<file path="src/rtl/rl_pkg.sv">
// ----------------------------------------------------------------------------
// rl_pkg
// Shared definitions for the Q-learning datapath blocks.
//   Q_WIDTH_DEFAULT    default width of a signed Q value
//   LFSR_TAPS          Galois feedback mask for the 16-bit LFSR
//   LFSR_DEFAULT_SEED  seed used when a caller supplies zero
//   fsm_state_t        state encoding of the epsilon-greedy selector
//   act_width(n)       bits needed to index n actions, never less than 1
// ----------------------------------------------------------------------------
package rl_pkg;

  localparam int          Q_WIDTH_DEFAULT   = 16;
  localparam logic [15:0] LFSR_TAPS         = 16'hB400;
  localparam logic [15:0] LFSR_DEFAULT_SEED = 16'hACE1;

  typedef enum logic [1:0] {
    ST_IDLE   = 2'd0,
    ST_SCAN   = 2'd1,
    ST_DECIDE = 2'd2,
    ST_HOLD   = 2'd3
  } fsm_state_t;

  function automatic int act_width(input int n);
    return (n <= 2) ? 1 : $clog2(n);
  endfunction

endpackage

</file>
<file path="src/rtl/rl_lfsr16.sv">
// ----------------------------------------------------------------------------
// rl_lfsr16
// Free-running 16-bit Galois LFSR. Loads the seed while rst_n is low and
// advances on every rising clock edge afterwards. A zero seed would lock the
// register at zero, so it is replaced by LFSR_DEFAULT_SEED.
// Ports:
//   clk    in   1   rising-edge clock
//   rst_n  in   1   asynchronous active-low reset
//   seed   in   16  reset value (zero maps to LFSR_DEFAULT_SEED)
//   state  out  16  current LFSR value, range 1..65535
// ----------------------------------------------------------------------------
module rl_lfsr16
  import rl_pkg::*;
(
  input  logic        clk,
  input  logic        rst_n,
  input  logic [15:0] seed,
  output logic [15:0] state
);

  logic [15:0] seed_eff;

  assign seed_eff = (seed == 16'h0000) ? LFSR_DEFAULT_SEED : seed;

  // Galois form: shift right, fold the taps in when the outgoing bit is 1.
  always_ff @(posedge clk or negedge rst_n) begin
    if (!rst_n) begin
      state <= seed_eff;
    end else begin
      state <= {1'b0, state[15:1]} ^ (state[0] ? LFSR_TAPS : 16'h0000);
    end
  end

endmodule

</file>
<file path="src/rtl/epsilon_greedy_policy.sv">
// ----------------------------------------------------------------------------
// epsilon_greedy_policy
// Epsilon-greedy action selector. Takes one state's Q-vector, scans it one
// action per cycle for the greedy action and its Q value, then uses an LFSR
// sample captured at accept time to choose between exploring (random action)
// and exploiting (greedy action). The result is held until consumed.
// Ports:
//   clk          in   1                  rising-edge clock
//   rst_n        in   1                  asynchronous active-low reset
//   in_valid     in   1                  request valid
//   in_ready     out  1                  high only while idle
//   q_values     in   N_ACTIONS*Q_WIDTH  action i at [i*Q_WIDTH +: Q_WIDTH]
//   epsilon      in   16                 unsigned exploration threshold
//   greedy_only  in   1                  force exploit
//   out_valid    out  1                  result valid
//   out_ready    in   1                  consumer accepts result
//   next_action  out  ACT_W              selected action
//   max_q        out  Q_WIDTH            maximum Q of the vector
//   explored     out  1                  next_action came from the random draw
// ----------------------------------------------------------------------------
module epsilon_greedy_policy
  import rl_pkg::*;
#(
  parameter int          N_ACTIONS = 4,
  parameter int          Q_WIDTH   = Q_WIDTH_DEFAULT,
  parameter logic [15:0] LFSR_SEED = LFSR_DEFAULT_SEED,
  localparam int         ACT_W     = act_width(N_ACTIONS)
) (
  input  logic                         clk,
  input  logic                         rst_n,
  input  logic                         in_valid,
  output logic                         in_ready,
  input  logic [N_ACTIONS*Q_WIDTH-1:0] q_values,
  input  logic [15:0]                  epsilon,
  input  logic                         greedy_only,
  output logic                         out_valid,
  input  logic                         out_ready,
  output logic [ACT_W-1:0]             next_action,
  output logic signed [Q_WIDTH-1:0]    max_q,
  output logic                         explored
);

  localparam logic [15:0]      SEED_EFF = (LFSR_SEED == 16'h0000) ? LFSR_DEFAULT_SEED : LFSR_SEED;
  localparam logic [ACT_W-1:0] LAST_IDX = ACT_W'(N_ACTIONS - 1);

  fsm_state_t                state;
  logic [15:0]               lfsr_state;

  // Request registers, loaded in the IDLE accept cycle only.
  logic signed [Q_WIDTH-1:0] q_req [N_ACTIONS];
  logic [15:0]               eps_req;
  logic [15:0]               sample_req;
  logic                      greedy_req;

  logic [ACT_W-1:0]          idx;
  logic [ACT_W-1:0]          best_idx;
  logic signed [Q_WIDTH-1:0] best_q;
  logic signed [Q_WIDTH-1:0] cur_q;
  logic                      explore;
  logic [ACT_W-1:0]          rand_act;

  rl_lfsr16 u_lfsr (
    .clk   (clk),
    .rst_n (rst_n),
    .seed  (SEED_EFF),
    .state (lfsr_state)
  );

  // The raw draw spans 0..2**ACT_W-1, which is below 2*N_ACTIONS, so one
  // conditional subtraction always lands inside 0..N_ACTIONS-1.
  function automatic logic [ACT_W-1:0] fold_action(input logic [ACT_W-1:0] r);
    if ({1'b0, r} >= (ACT_W+1)'(N_ACTIONS)) begin
      return r - ACT_W'(N_ACTIONS);
    end
    return r;
  endfunction

  // Q value under the scan pointer.
  always_comb begin
    cur_q = q_req[0];
    for (int i = 1; i < N_ACTIONS; i++) begin
      if (idx == ACT_W'(i)) begin
        cur_q = q_req[i];
      end
    end
  end

  assign explore  = !greedy_req && (sample_req <= eps_req);
  assign rand_act = fold_action(sample_req[ACT_W-1:0]);

  // ---- Stage: request capture and argmax scan (data path, no reset) ----
  // Strict signed greater-than keeps the lowest index on ties.
  always_ff @(posedge clk) begin
    if (state == ST_IDLE && in_valid) begin
      for (int i = 0; i < N_ACTIONS; i++) begin
        q_req[i] <= q_values[i*Q_WIDTH +: Q_WIDTH];
      end
      eps_req    <= epsilon;
      greedy_req <= greedy_only;
      sample_req <= lfsr_state;
      best_q     <= q_values[Q_WIDTH-1:0];
      best_idx   <= '0;
    end else if (state == ST_SCAN && cur_q > best_q) begin
      best_q   <= cur_q;
      best_idx <= idx;
    end
  end

  // ---- Stage: control FSM and registered result ----
  always_ff @(posedge clk or negedge rst_n) begin
    if (!rst_n) begin
      state       <= ST_IDLE;
      in_ready    <= 1'b1;
      out_valid   <= 1'b0;
      next_action <= '0;
      max_q       <= '0;
      explored    <= 1'b0;
      idx         <= '0;
    end else begin
      case (state)
        ST_IDLE: begin
          if (in_valid) begin
            in_ready <= 1'b0;
            idx      <= ACT_W'(1);
            state    <= ST_SCAN;
          end
        end
        ST_SCAN: begin
          if (idx == LAST_IDX) begin
            state <= ST_DECIDE;
          end else begin
            idx <= idx + ACT_W'(1);
          end
        end
        ST_DECIDE: begin
          next_action <= explore ? rand_act : best_idx;
          max_q       <= best_q;
          explored    <= explore;
          out_valid   <= 1'b1;
          state       <= ST_HOLD;
        end
        ST_HOLD: begin
          if (out_ready) begin
            out_valid <= 1'b0;
            in_ready  <= 1'b1;
            state     <= ST_IDLE;
          end
        end
        default: begin
          state <= ST_IDLE;
        end
      endcase
    end
  end

endmodule

</file>
<file path="config.mk">
export PLATFORM = sky130hd
export DESIGN_NAME = epsilon_greedy_policy
export DESIGN_NICKNAME = d
export VERILOG_FILES = /design/src/rtl/rl_pkg.sv /design/src/rtl/rl_lfsr16.sv /design/src/rtl/epsilon_greedy_policy.sv
export SDC_FILE = /design/constraint.sdc
export NUM_CORES = 1
export LEC_CHECK = 0
export CORE_AREA = 2 2 79 157
export CTS_CLUSTER_SIZE = 20
export DETAILED_ROUTE_END_ITERATION = 12
export DIE_AREA = 0 0 81 159
export PLACE_DENSITY = 0.84
export SETUP_SLACK_MARGIN = 0.5
export SLEW_MARGIN = 20
export SYNTH_ARGS = -nofsm -noshare
export SYNTH_HDL_FRONTEND = slang
export SYNTH_SLANG_ARGS = --single-unit
export TNS_END_PERCENT = 50
</file>
<file path="constraint.sdc">
create_clock -name clk -period 8.82 [get_ports clk]
set_clock_uncertainty 0.2 [all_clocks]
set_input_delay 0.882 -clock clk [delete_from_list [all_inputs] [get_ports clk]]
set_output_delay 0.882 -clock clk [all_outputs]
set_load 0.005 [all_outputs]
</file>
==> results of run 1 <==
sequential cells by signal, indices dropped and copies added, names as in the netlist:
name	count
best_idx	2
best_q	16
eps_req	16
explored	1
greedy_req	1
idx	2
in_ready	1
max_q	16
next_action	2
out_valid	1
q_req	64
sample_req	16
state	2
u_lfsr.state	16
report_power, final:
group | switching, mW | internal, mW | total [mW]
logic | 0.527 | 0.454 | 0.981
registers | 0.0907 | 1.05 | 1.14
clock network | 0.289 | 0.420 | 0.709
path summary, 6_finish.rpt:
path	from	end	slack, ns	depth (start not counted)
worst max-delay path	idx[1]	best_q[0]	4.34	13
worst min-delay path	u_lfsr.state[6]	u_lfsr.state[5]	0.17	0
worst max register to register	idx[1]	best_q[0]	4.34	13
worst min register to register	u_lfsr.state[6]	u_lfsr.state[5]	0.17	0
max in group asynchronous	rst_n	max_q[5]	7.39	1
min in group asynchronous	rst_n	max_q[12]	0.41	1
per-stage QoR:
stage	instance area, um2	util [%]	hold slack, ns
global placement	7740	66.6	0.157
detailed placement	7740	66.6	0.159
finish	8330	71.6	0.172
floorplan	6550	-	0.149
global route	8330	71.6	0.177
CTS	8320	71.5	0.170
cell usage in the layout, fill, tap and decap left out, types with 2 or more instances in the layout:
cell type | synthesis | final
sky130_fd_sc_hd__inv_1 | 42 | 41
sky130_fd_sc_hd__ha_1 | 39 | 37
sky130_fd_sc_hd__a21oi_1 | 31 | 31
sky130_fd_sc_hd__nand4_1 | 6 | 6
sky130_fd_sc_hd__nor2_1 | 22 | 22
sky130_fd_sc_hd__a31oi_1 | 3 | 3
sky130_fd_sc_hd__o21ai_0 | 24 | 24
sky130_fd_sc_hd__inv_6 | 0 | 4
sky130_fd_sc_hd__mux2i_1 | 19 | 19
sky130_fd_sc_hd__clkbuf_1 | 11 | 3
sky130_fd_sc_hd__nand2b_1 | 2 | 2
sky130_fd_sc_hd__mux2_2 | 31 | 31
sky130_fd_sc_hd__edfxtp_1 | 113 | 113
sky130_fd_sc_hd__o211ai_1 | 2 | 2
sky130_fd_sc_hd__dfrtp_1 | 32 | 32
sky130_fd_sc_hd__clkinv_4 | 0 | 3
sky130_fd_sc_hd__nand2_1 | 27 | 27
sky130_fd_sc_hd__a221oi_1 | 2 | 2
sky130_fd_sc_hd__clkdlybuf4s50_1 | 0 | 104
sky130_fd_sc_hd__ha_2 | 0 | 2
sky130_fd_sc_hd__dfxtp_1 | 2 | 2
sky130_fd_sc_hd__nand3_1 | 5 | 5
sky130_fd_sc_hd__bufinv_16 | 0 | 2
sky130_fd_sc_hd__xor2_1 | 3 | 3
sky130_fd_sc_hd__o31a_1 | 3 | 3
sky130_fd_sc_hd__buf_4 | 1 | 3
sky130_fd_sc_hd__a21o_1 | 3 | 3
sky130_fd_sc_hd__dfstp_2 | 9 | 9
sky130_fd_sc_hd__o22ai_1 | 2 | 2
sky130_fd_sc_hd__clkinv_2 | 0 | 3
sky130_fd_sc_hd__nor2b_1 | 3 | 3
sky130_fd_sc_hd__clkbuf_16 | 0 | 17
worst max-delay path, cell delays in order (launching register included):
cell and delay (ns):
sky130_fd_sc_hd__dfrtp_1 0.41, sky130_fd_sc_hd__inv_1 0.12, sky130_fd_sc_hd__ha_2 0.60, sky130_fd_sc_hd__mux2i_1 0.26
sky130_fd_sc_hd__nor2_1 0.07, sky130_fd_sc_hd__a21oi_1 0.18, sky130_fd_sc_hd__o21ai_0 0.14, sky130_fd_sc_hd__ha_1 0.35
sky130_fd_sc_hd__a21o_1 0.19, sky130_fd_sc_hd__a2111oi_1 0.42, sky130_fd_sc_hd__o31ai_1 0.14, sky130_fd_sc_hd__or3_4 0.36
sky130_fd_sc_hd__o211ai_4 0.11, sky130_fd_sc_hd__nand2_1 0.47
area by class of cell:
class	count	area [um2]	area share, %
flip-flops and latches	156	4470	53.7
inverters	42	159	1.91
well taps	145	181	2.18
repair buffers	108	1070	12.8
multi-input cells	243	1870	22.5
clock inverters	12	139	1.67
clock buffers	20	437	5.24
routing by layer:
layer,part of all wire (%),routed length (um),vias to the layer above
li1,-,-,1888
met1,36,4680,1956
met2,58,7560,111
met3,4.0,526,31
met4,2.9,376,0
met5,0,0,-
cells by family (layout without fill, tap and decap cells):
logic type	count (synthesis)	count (layout)	synth area share (%)
AND/OR/NAND/NOR	72	72	5.08
flip-flops	156	156	68.2
AO/OA/AOI/OAI	79	79	7.32
adder cells (fa/ha/maj)	39	39	7.45
buffers and inverters	56	182	3.28
XOR/XNOR	3	3	0.401
multiplexers	50	50	8.23
==> metrics, run 1 <==
floorplan die height=159 um; routed len/inst=18.1 um; length of the first detailed-routing pass in iterations=4; post-layout worst setup margin=4.34 ns; count of cell types in the netlist=43; DR iter-0 viols=163; I/O pin count=106; ant diodes=0; worst vdd rail ir drop=216 uV; EDFF count, synth=113; net count after synthesis=579; number of cells upsized or downsized after cts=0; total wirelength of the detailed-routed design=13.1 mm; Layout Cells excl Fill=726; cell accounting for the most synthesized area=sky130_fd_sc_hd__edfxtp_1; cells after synthesis=455; Highest Clock Rate=0.223 GHz; dominant cells by area after synthesis=sky130_fd_sc_hd__edfxtp_1, sky130_fd_sc_hd__dfrtp_1, sky130_fd_sc_hd__ha_1, sky130_fd_sc_hd__mux2_2, sky130_fd_sc_hd__dfstp_2; number of placement rows=56; WS Path Type=register to register; drt drc=0; Fillers=759; number of synthesized register bits=156; Static Leak=3.32 nW; vias post-DR=3,986; final number of hold-violating endpoints=0; starting utilization of the core area=56.3%; Synth-to-Final Area Change=27.1%; most repeated cell in the gate-level netlist after synthesis=sky130_fd_sc_hd__edfxtp_1; critical path endpoint category=register; startpoint class of the critical path=register; number of global-route vias before repair=4,395; met2 track demand over resource in global routing=39.7%; Period minus WS final=4.48 ns; clock edge transition at the registers on the reported setup and hold paths=0.06 ns; Post-Synthesis Mean Instance Area=14.4 um2; area enclosed by the die boundary=0.0129 mm2; placer's final routability congestion estimate=0.836; Post CTS Setup Buffer Count=0; Antenna Violating Nets Remaining=0; insertion delay of the later-clocked pin in the worst-skew pair=0.42 ns; Bufs on Longest Clock Path=2; Slew headroom=33.1%; gr ovfl total=0; transition time at the pin with the least slew margin=1.00 ns; number of pins exceeding their max-slew limit in the final report=0; count of hold-fix buffers inserted at cts=0; number of levels the H-tree was split into=4; total power of the final layout=2.83 mW; part of the Yosys area used for sequential elements=68.2%; Maximum Capacitance Violations=0; status=completed; power per unit of standard cell area=339 mW/mm2; Yosys warning total=0; required time at the endpoint of the critical path=8.59 ns; proportion of netlist area held by the largest area contributor=51.8%; dpl cells=694; die outline width=81 um; most used routing layer in global routing=met2; via/cell ratio=5.49; clock net sink count=156; area of the placeable core=0.0116 mm2; met3 Track Usage GR=5.27%; CTS Root Cell=sky130_fd_sc_hd__clkbuf_16; accumulated negative setup slack=0 ns; maximum number of pins on one net before global-route repair=77; classification of the worst-slack hold path=register to register; detailed placement HPWL=9.16 mm; Crit Path Max Fanout=16; TritonCTS Buffers=17; most common library cells after synthesis=sky130_fd_sc_hd__edfxtp_1, sky130_fd_sc_hd__inv_1, sky130_fd_sc_hd__ha_1; fraction of layout cells with a size suffix above 1=14.1%; antenna violations before repair=0; total global routing track utilization=21.6%; Buffers on Ports=105; post-synthesis instance area=0.00655 mm2; CTS tree=built; Setup WS pre-CTS=4.02 ns; number of nets in the layout=692; global-route track usage on met1=22.6%; first-pass GRT wire length=20.8 mm; Final period util=50.7%; prevailing post-synth register cell=sky130_fd_sc_hd__edfxtp_1; signal arrival time at the worst endpoint=4.24 ns; Setup-failing EPs final=0; Async SR Flop Fraction=26.3%; RSZ-0062 raised after global routing=false
(Power assumes the default switching activity.)
==> run 2: changes to the inputs <==
--- a/config.mk
+++ b/config.mk
@@ -5,11 +5,11 @@
 export SDC_FILE = /design/constraint.sdc
 export NUM_CORES = 1
 export LEC_CHECK = 0
-export CORE_AREA = 2 2 79 157
+export CORE_AREA = 2 2 82 163
 export CTS_CLUSTER_SIZE = 20
 export DETAILED_ROUTE_END_ITERATION = 12
-export DIE_AREA = 0 0 81 159
-export PLACE_DENSITY = 0.84
+export DIE_AREA = 0 0 84 165
+export PLACE_DENSITY = 0.79
 export SETUP_SLACK_MARGIN = 0.5
 export SLEW_MARGIN = 20
 export SYNTH_ARGS = -nofsm -noshare
==> constraint.sdc (replaced) <==
create_clock -name clk -period 4.5 [get_ports clk]
set_clock_uncertainty 0.2 [all_clocks]
set_input_delay 0.45 -clock clk [delete_from_list [all_inputs] [get_ports clk]]
set_output_delay 0.45 -clock clk [all_outputs]
set_load 0.005 [all_outputs]
==> metrics, run 2 (synthesized netlist as in run 1, its figures left out) <==
status=finished with violations; violated checks=negative hold slack; WS Path Type=register to register; smallest hold slack=-0.00876 ns; area used by multi-input combinational logic=0.00188 mm2; area enclosed by the die boundary=0.0139 mm2; cell with the biggest individual delay on the critical path=sky130_fd_sc_hd__a2111oi_1; Post CTS Setup Buffer Count=0; Finished Core Util=67.0%; antenna violations before repair=0; floorplan die height=165 um; Finished Cell Area=0.00841 mm2; gr ovfl total=0; via/cell ratio=5.47; Buffers on Ports=105; Slew headroom=34.9%; post-detailed-placement cell area=0.00780 mm2; net switching power=1.82 mW; dpl cells=705; Layout Cells excl Fill=737; clock net sink count=156; first-pass GRT wire length=21.5 mm; Largest register FFs=64; number of cells upsized or downsized after cts=1; signal arrival time at the worst endpoint=3.73 ns; Maximum Capacitance Violations=0; sequential group share of total power=39.5%; worst vdd rail ir drop=409 uV; number of levels the H-tree was split into=4; worst reg2reg startpoint=idx[1]; Antenna Violating Nets Remaining=0; insertion delay of the later-clocked pin in the worst-skew pair=0.41 ns; CTS tree=built; drt drc=0; Crit Path Max Fanout=16; length of the first detailed-routing pass in iterations=5; fraction of power consumed by the clock network=25.4%; CP bufs+invs=2; number of global-route vias before repair=4,474; RSZ-0062 raised after global routing=false; placer's final routability congestion estimate=0.909; Crit path max-delay family=compound AO/OA/AOI/OAI gates; vias post-DR=4,031; ant diodes=0; fraction of layout cells with a size suffix above 1=15.3%; Internal Pwr Total=3.81 mW; CTS Root Cell=sky130_fd_sc_hd__clkbuf_16; Synth-to-Final Area Change=28.4%; number of nets in the layout=698; Fillers=879; combinational share of power=35.1%; routed len/inst=18.4 um; Static Leak=3.35 nW; total global routing track utilization=20.6%; area of the placeable core=0.0126 mm2; startpoint class of the critical path=register; clock edge transition at the registers on the reported setup and hold paths=0.07 ns; required time at the endpoint of the critical path=4.42 ns; detailed placement HPWL=9.77 mm; accumulated negative setup slack=0 ns; Highest Clock Rate=0.262 GHz; Setup WS pre-CTS=0.321 ns; total power of the final layout=5.63 mW; I/O pin count=106; number of pins exceeding their max-slew limit in the final report=0; critical path, cell by cell=inv_1, ha_1, buf_4, mux2i_1, nor2_1, a21oi_1, o21ai_0, ha_1, a21o_1, a2111oi_1, o31ai_1, or3_4, o211ai_4, nand2_4; Period minus WS final=3.81 ns; Worst path max stage delay=0.45 ns; post-layout worst setup margin=0.690 ns; launch point of the worst path=idx[1]; DR iter-0 viols=239; Reg area=0.00447 mm2; Final period util=84.7%; total wirelength of the detailed-routed design=13.5 mm; most frequent CP cell=sky130_fd_sc_hd__ha_1; Bufs on Longest Clock Path=2; Setup-failing EPs final=0; largest reg by FF count=q_req; most common cell after layout, fill and taps aside=sky130_fd_sc_hd__edfxtp_1; final number of hold-violating endpoints=5; count of hold-fix buffers inserted at cts=0; TritonCTS Buffers=17; transition time at the pin with the least slew margin=0.976 ns; maximum number of pins on one net before global-route repair=42; number of placement rows=58; power per unit of standard cell area=669 mW/mm2; critical path endpoint category=register; net switching share of the total power=32.4%; classification of the worst-slack hold path=primary input to async pin; die outline width=84 um; top library cells by usage in the layout, fill and taps aside=sky130_fd_sc_hd__edfxtp_1, sky130_fd_sc_hd__clkdlybuf4s50_1, sky130_fd_sc_hd__inv_1; starting utilization of the core area=52.2%
[run 2: final timing paths]
check                             endpoint  slack, ns  depth (start not counted)
max                              best_q[7]       0.69                         14
min                              max_q[13]     -0.009                          1
max reg2reg                      best_q[7]       0.69                         14
min reg2reg                u_lfsr.state[6]       0.16                          0
max in group asynchronous         max_q[5]       3.49                          1
min in group clk           u_lfsr.state[6]       0.16                          0
[run 2: power by group through the flow]
stage          registers [mW]  clock network (mW)  logic, mW
2_1_floorplan            2.21                   0       1.27
3_3_place_gp             2.24                   0       1.85
3_5_place_dp             2.25                   0       1.95
4_1_cts                  2.23                1.45       1.98
5_1_grt                  2.26                1.52       2.19
6_report                 2.22                1.43       1.97
[run 2: area by class of cell]
| class | instances | share of cell area (%) |
|---|---|---|
| Timing Repair Buffer | 114 | 13.3 |
| Clock buffer | 19 | 5.27 |
| Multi-Input combinational cell | 243 | 22.3 |
| Clock inverter | 13 | 1.86 |
| Inverter | 42 | 1.89 |
| Tap cell | 150 | 2.23 |
| Sequential cell | 156 | 53.2 |
[run 2: worst register-to-register path, delay by kind of cell (launching register included)]
kind                     cells  cell delay, ns
flip-flops                   1            0.42
buffers and inverters        2            0.31
AO/OA/AOI/OAI                6            1.14
AND/OR/NAND/NOR              3            0.62
adder cells (fa/ha/maj)      2            0.62
multiplexers                 1            0.20
[run 2: routing by layer]
| metal | global-route usage (%) | up-vias | part of all wire [%] |
|---|---|---|---|
| met2 | 39.2 | 124 | 57 |
| met3 | 4.40 | 35 | 3.8 |
| li1 | - | 1900 | - |
| met5 | 0 | - | 0 |
| met4 | 12.2 | 0 | 4.1 |
| met1 | 20.0 | 1972 | 35 |
